==> src/rtl/mips_pkg.sv <==
// Shared MIPS pipeline types and constants.
// Load-type codes, datapath widths, MEM/WB bundle.
package mips_pkg;

  localparam int DATA_W     = 32;
  localparam int REG_ADDR_W = 5;

  localparam logic [2:0] LD_LW  = 3'd0;
  localparam logic [2:0] LD_LH  = 3'd1;
  localparam logic [2:0] LD_LHU = 3'd2;
  localparam logic [2:0] LD_LB  = 3'd3;
  localparam logic [2:0] LD_LBU = 3'd4;

  typedef struct packed {
    logic                  valid;
    logic                  regwrite;
    logic [REG_ADDR_W-1:0] write_reg;
    logic [DATA_W-1:0]     write_data;
    logic                  misalign;
  } mem_wb_t;

endpackage

==> src/rtl/load_align.sv <==
// Little-endian byte/half extraction for loads.
// Pure combinational; misalign is ungated here.
module load_align
  import mips_pkg::*;
(
  input  logic [DATA_W-1:0] rdata,
  input  logic [2:0]        load_type,
  input  logic [1:0]        byte_off,
  output logic [DATA_W-1:0] data,
  output logic              misalign
);

  logic [7:0]  byte_sel;
  logic [15:0] half_sel;
  logic        is_h;
  logic        is_hu;
  logic        is_b;
  logic        is_bu;

  assign byte_sel = 8'(rdata >> {byte_off, 3'b000});
  assign half_sel = byte_off[1] ? rdata[31:16]
                                : rdata[15:0];

  assign is_h  = (load_type == LD_LH);
  assign is_hu = (load_type == LD_LHU);
  assign is_b  = (load_type == LD_LB);
  assign is_bu = (load_type == LD_LBU);

  // select and extend; unknown codes act as LW
  always_comb begin
    data     = rdata;
    misalign = (byte_off != 2'b00);
    unique case (1'b1)
      is_h: begin
        data     = {{16{half_sel[15]}}, half_sel};
        misalign = byte_off[0];
      end
      is_hu: begin
        data     = {16'h0, half_sel};
        misalign = byte_off[0];
      end
      is_b: begin
        data     = {{24{byte_sel[7]}}, byte_sel};
        misalign = 1'b0;
      end
      is_bu: begin
        data     = {24'h0, byte_sel};
        misalign = 1'b0;
      end
      default: begin
        data     = rdata;
        misalign = (byte_off != 2'b00);
      end
    endcase
  end

endmodule

==> src/rtl/mem_wb_stage.sv <==
// MEM/WB pipeline register with load aligner.
// Optional retire counter: MEM_WB_RETIRE_CNT_EN.
module mem_wb_stage
  import mips_pkg::*;
#(
  parameter int DATA_W     = mips_pkg::DATA_W,
  parameter int REG_ADDR_W = mips_pkg::REG_ADDR_W,
  parameter int CNT_W      = 32
) (
  input  logic                  clk,
  input  logic                  reset,
  input  logic                  stall,
  input  logic                  flush,
  input  logic                  in_valid,
  input  logic                  in_regwrite,
  input  logic                  in_memtoreg,
  input  logic [2:0]            in_load_type,
  input  logic [1:0]            in_byte_off,
  input  logic [REG_ADDR_W-1:0] in_write_reg,
  input  logic [DATA_W-1:0]     in_alu_result,
  input  logic [DATA_W-1:0]     in_mem_rdata,
`ifdef MEM_WB_RETIRE_CNT_EN
  output logic [CNT_W-1:0]      retire_cnt,
`endif
  output logic                  wb_valid,
  output logic                  regwrite,
  output logic [REG_ADDR_W-1:0] write_reg,
  output logic [DATA_W-1:0]     write_data,
  output logic                  misalign
);

  mem_wb_t             d;
  mem_wb_t             q;
  logic [DATA_W-1:0]   ld_data;
  logic                ld_mis;

  load_align u_align (
    .rdata     (in_mem_rdata),
    .load_type (in_load_type),
    .byte_off  (in_byte_off),
    .data      (ld_data),
    .misalign  (ld_mis)
  );

  assign d.valid      = in_valid;
  assign d.regwrite   = in_valid & in_regwrite
                      & (in_write_reg != '0);
  assign d.write_reg  = in_write_reg;
  assign d.write_data = in_memtoreg ? ld_data
                                    : in_alu_result;
  assign d.misalign   = in_valid & in_memtoreg
                      & ld_mis;

  // stage register: flush beats stall
  always_ff @(posedge clk or negedge reset) begin
    if (!reset)
      q <= '0;
    else if (flush)
      q <= '0;
    else if (!stall)
      q <= d;
  end

  assign wb_valid   = q.valid;
  assign regwrite   = q.regwrite;
  assign write_reg  = q.write_reg;
  assign write_data = q.write_data;
  assign misalign   = q.misalign;

`ifdef MEM_WB_RETIRE_CNT_EN
  logic [CNT_W-1:0] cnt_q;

  // count instructions entering WB
  always_ff @(posedge clk or negedge reset) begin
    if (!reset)
      cnt_q <= '0;
    else if (!flush && !stall && in_valid)
      cnt_q <= cnt_q + 1'b1;
  end

  assign retire_cnt = cnt_q;
`endif

endmodule

==> config.mk <==
export PLATFORM = sky130hd
export DESIGN_NAME = mem_wb_stage
export DESIGN_NICKNAME = d
export VERILOG_FILES = /design/src/rtl/mips_pkg.sv /design/src/rtl/load_align.sv /design/src/rtl/mem_wb_stage.sv
export SDC_FILE = /design/constraint.sdc
export NUM_CORES = 1
export LEC_CHECK = 0
export BUFFER_PORTS_ARGS = -buffer_cell sky130_fd_sc_hd__clkbuf_2
export CAP_MARGIN = 20
export CORE_MARGIN = 2
export CORE_UTILIZATION = 45
export CTS_CLUSTER_DIAMETER = 120
export DETAILED_ROUTE_END_ITERATION = 8
export GPL_TIMING_DRIVEN = 0
export PLACE_DENSITY = 0.81
export SETUP_SLACK_MARGIN = 0.02
export SLEW_MARGIN = 20
export SYNTH_ARGS = -nofsm -noshare
export SYNTH_HDL_FRONTEND = slang
export SYNTH_SLANG_ARGS = --single-unit
==> constraint.sdc <==
create_clock -name clk -period 0.85 [get_ports clk]
set_clock_uncertainty 0.05 [all_clocks]
set_input_delay 0.17 -clock clk [delete_from_list [all_inputs] [get_ports clk]]
set_output_delay 0.17 -clock clk [all_outputs]
set_load 0.01 [all_outputs]
==> results.sh <==
export IMPL_status="complete, but fails checks"
export IMPL_ys_types=42
export IMPL_vias=3041
export IMPL_route_detailed_drc=0
export IMPL_ant_nets=0
export IMPL_place_congestion=0.885
export IMPL_synthCells=294
export IMPL_gr_total_overflow=0
export IMPL_peakVddDrop_uv=773
export IMPL_syn_area_per_cell_um2=9.12
export IMPL_clkSinkCount=40
export IMPL_grt_pass1_vias=2846
export IMPL_antenna_found_initial=0
export IMPL_diodes=0
export IMPL_synth_most_common_cell="dfrtp_1"
export IMPL_crit_type="input pin to flip-flop"
export IMPL_clk_latency_ps=300
export IMPL_drtIter0Drc=218
export IMPL_post_dp_hpwl_um=6250
export IMPL_holdWs_ps=-49.0
export IMPL_synth_largest_area_cell="dfrtp_1"
export IMPL_synth_edff_count=0
export IMPL_avgViaCountPerCell=5.90
export IMPL_syn_nets=375
export IMPL_leakagePower_nw=1.94
export IMPL_io_pins=121
export IMPL_ys_top_cells_by_area="dfrtp_1, mux2i_1, o21ai_0"
export IMPL_gr_usage_all_layers_pct=27.3
export IMPL_port_buffers=116
export IMPL_dr_pass1_iters=4
export IMPL_synth_compound_area_share_pct=31.4
export IMPL_min_period_over_period_pct=166
export IMPL_largest_reg_flops=32
export IMPL_grt_max_degree=41
export IMPL_yosys_area_share_simple_pct=15.1
export IMPL_maxCapViolCount=0
export IMPL_setup_violations=76
export IMPL_htree_levels=2
export IMPL_globalRouteMet1Util_pct=33.1
export IMPL_fin_total_pwr_mw=5.44
export IMPL_synth_top_family_by_area="compound AO/OA/AOI/OAI gates"
export IMPL_wl_per_cell_um=18.9
export IMPL_hold_class="input pin to asynchronous set/reset pin"
export IMPL_setup_slack_ps=-561
export IMPL_clk_path_buf_depth=2
export IMPL_fin_crit_ps=1410
export IMPL_drive_above_1_share_pct=54.8
export IMPL_routed_wirelength_um=9710
export IMPL_core_area_um2=5850
export IMPL_holdBufCountCts=0
export IMPL_crit_arrival_ps=1590
export IMPL_row_count=28
export IMPL_violations="hold timing, setup timing"
export IMPL_die_h_um=81.2
export IMPL_finalHoldViolations=40
export IMPL_synth_flop_cell="dfrtp_1"
export IMPL_muxShareOfSynthArea_pct=8.68
export IMPL_cts_tree="built"
export IMPL_area_growth_pct=57.3
export IMPL_synth_async_reset_ratio_pct=100
export IMPL_yosysTopAreaCellShare_pct=37.3
export IMPL_layout_cells_non_filler=515
export IMPL_synth_area_um2=2680
export IMPL_grt_util_met2_pct=47.5
export IMPL_cts_made_buffers=5
export IMPL_p_per_area_nw_per_um2=1290
export IMPL_grt_pass1_wl_um=13800
export IMPL_dp_cells=485
export IMPL_rsz0062_at_grt="true"
export IMPL_synthAdderAreaFrac_pct=0.747
export IMPL_fin_nets=520
export IMPL_critPathLaunchType="input pin"
export IMPL_synth_xor_area_share_pct=0.934
export IMPL_ys_top_cells_by_count="dfrtp_1, o21ai_0, nor2_1"
export IMPL_fmax_mhz=709
export IMPL_cp_required_ps=1030
export IMPL_drv_slew=0
export IMPL_root_buffer="clkbuf_8"
export IMPL_busiest_layer="met2"
export IMPL_met3_usage_pct=4.89
export IMPL_tightest_slew_ps=906
export IMPL_end_kind="flip-flop"
export IMPL_timing_slew_headroom_pct=39.6
export IMPL_die_w_um=81.2
export IMPL_ys_warnings_count=0
export IMPL_crit_fanout=9
export IMPL_path_clk_slew_ps=80
export IMPL_die_area_um2=6590
export IMPL_seq_area_frac_synth_pct=37.3
export IMPL_synth_seq_cells=40
export IMPL_start_util_pct=45.8
## critical path, cell delays in order
cell and delay [ps]:
buf_4 150, or2_2 280, buf_1 240, a211oi_1 500, a2111oi_4 80, o21ai_1 150
## area by class of cell
type / count / area (um2)
tap: 75 / 93.8
clock buffer: 6 / 72.6
fill: 409 / 1640
inverter: 3 / 15.0
sequential: 40 / 1000
timing repair buffer: 141 / 852
multi-input combinational: 223 / 1930
buffer: 25 / 220
clock inverter: 2 / 35.0
## path summary, 6_finish.rpt
path / startpoint / endpoint / slack, ps / cells after the start
max: in_load_type[2] / write_data[12]$_DFFE_PN0P_ / -560 / 6
min: reset / write_data[19]$_DFFE_PN0P_ / -50 / 1
max reg2reg: write_data[26]$_DFFE_PN0P_ / write_data[26]$_DFFE_PN0P_ / -130 / 3
min reg2reg: write_data[4]$_DFFE_PN0P_ / write_data[4]$_DFFE_PN0P_ / 440 / 2
max in group asynchronous: reset / write_data[4]$_DFFE_PN0P_ / 240 / 1
min in group clk: in_alu_result[19] / write_data[19]$_DFFE_PN0P_ / 40 / 3
## layout by cell type (no fill, tap or decap), drive strengths merged, types with 3 or more instances in the layout
cell,synthesis,final
dfrtp,40,40
and2,9,9
nor2b,4,4
a2111oi,8,8
a21oi,3,3
mux2i,21,21
a211oi,16,16
o21ai,50,50
o2bb2ai,8,8
nand2,18,18
a22oi,16,16
clkbuf,12,131
buf,16,41
nor4b,8,8
nor2,33,33
o221a,7,7
## metrics by stage
step	TNS (ps)	util, %	instance area (um2)	setup slack [ps]	hold WS, ps
after floorplan	-17870	-	2860	-634	-176
after global placement	-39550	60.4	3530	-1180	319
after detailed placement	-42280	60.4	3530	-1230	331
after CTS	-20940	68.2	3990	-496	11.6
after global routing	-24070	72.0	4220	-617	15.3
final	-21730	72.0	4220	-561	-49.0
## routing by layer
metal | share of wire (%) | vias to the layer above
li1 | - | 1398
met1 | 39 | 1463
met2 | 50 | 150
met3 | 7.0 | 30
met4 | 4.0 | 0
met5 | 0 | -
## power by group
part / switching, mW / internal [mW]
sequential: 0.0737 / 2.04
clock: 0.678 / 0.872
combinational: 0.955 / 0.827
total: 1.71 / 3.74
## timing repair
| action | 4_1_cts | 5_1_grt |
|---|---|---|
| resized for setup | 52 | 41 |
| buffers inserted | 16 | 8 |
| gates cloned | 0 | 1 |
| pin swaps | 10 | 21 |
| endpoints found under the setup margin | 74 | 75 |
## logic make-up (layout without fill, tap and decap cells)
| family | Yosys count | after routing |
|---|---|---|
| AO/OA/AOI/OAI | 116 | 116 |
| XOR/XNOR | 2 | 2 |
| adder cells (fa/ha/maj) | 2 | 2 |
| AND/OR/NAND/NOR | 81 | 81 |
| flip-flops | 40 | 40 |
| multiplexers | 22 | 22 |
| buffers and inverters | 31 | 177 |
No activity file was read; power rests on OpenSTA's default activity.
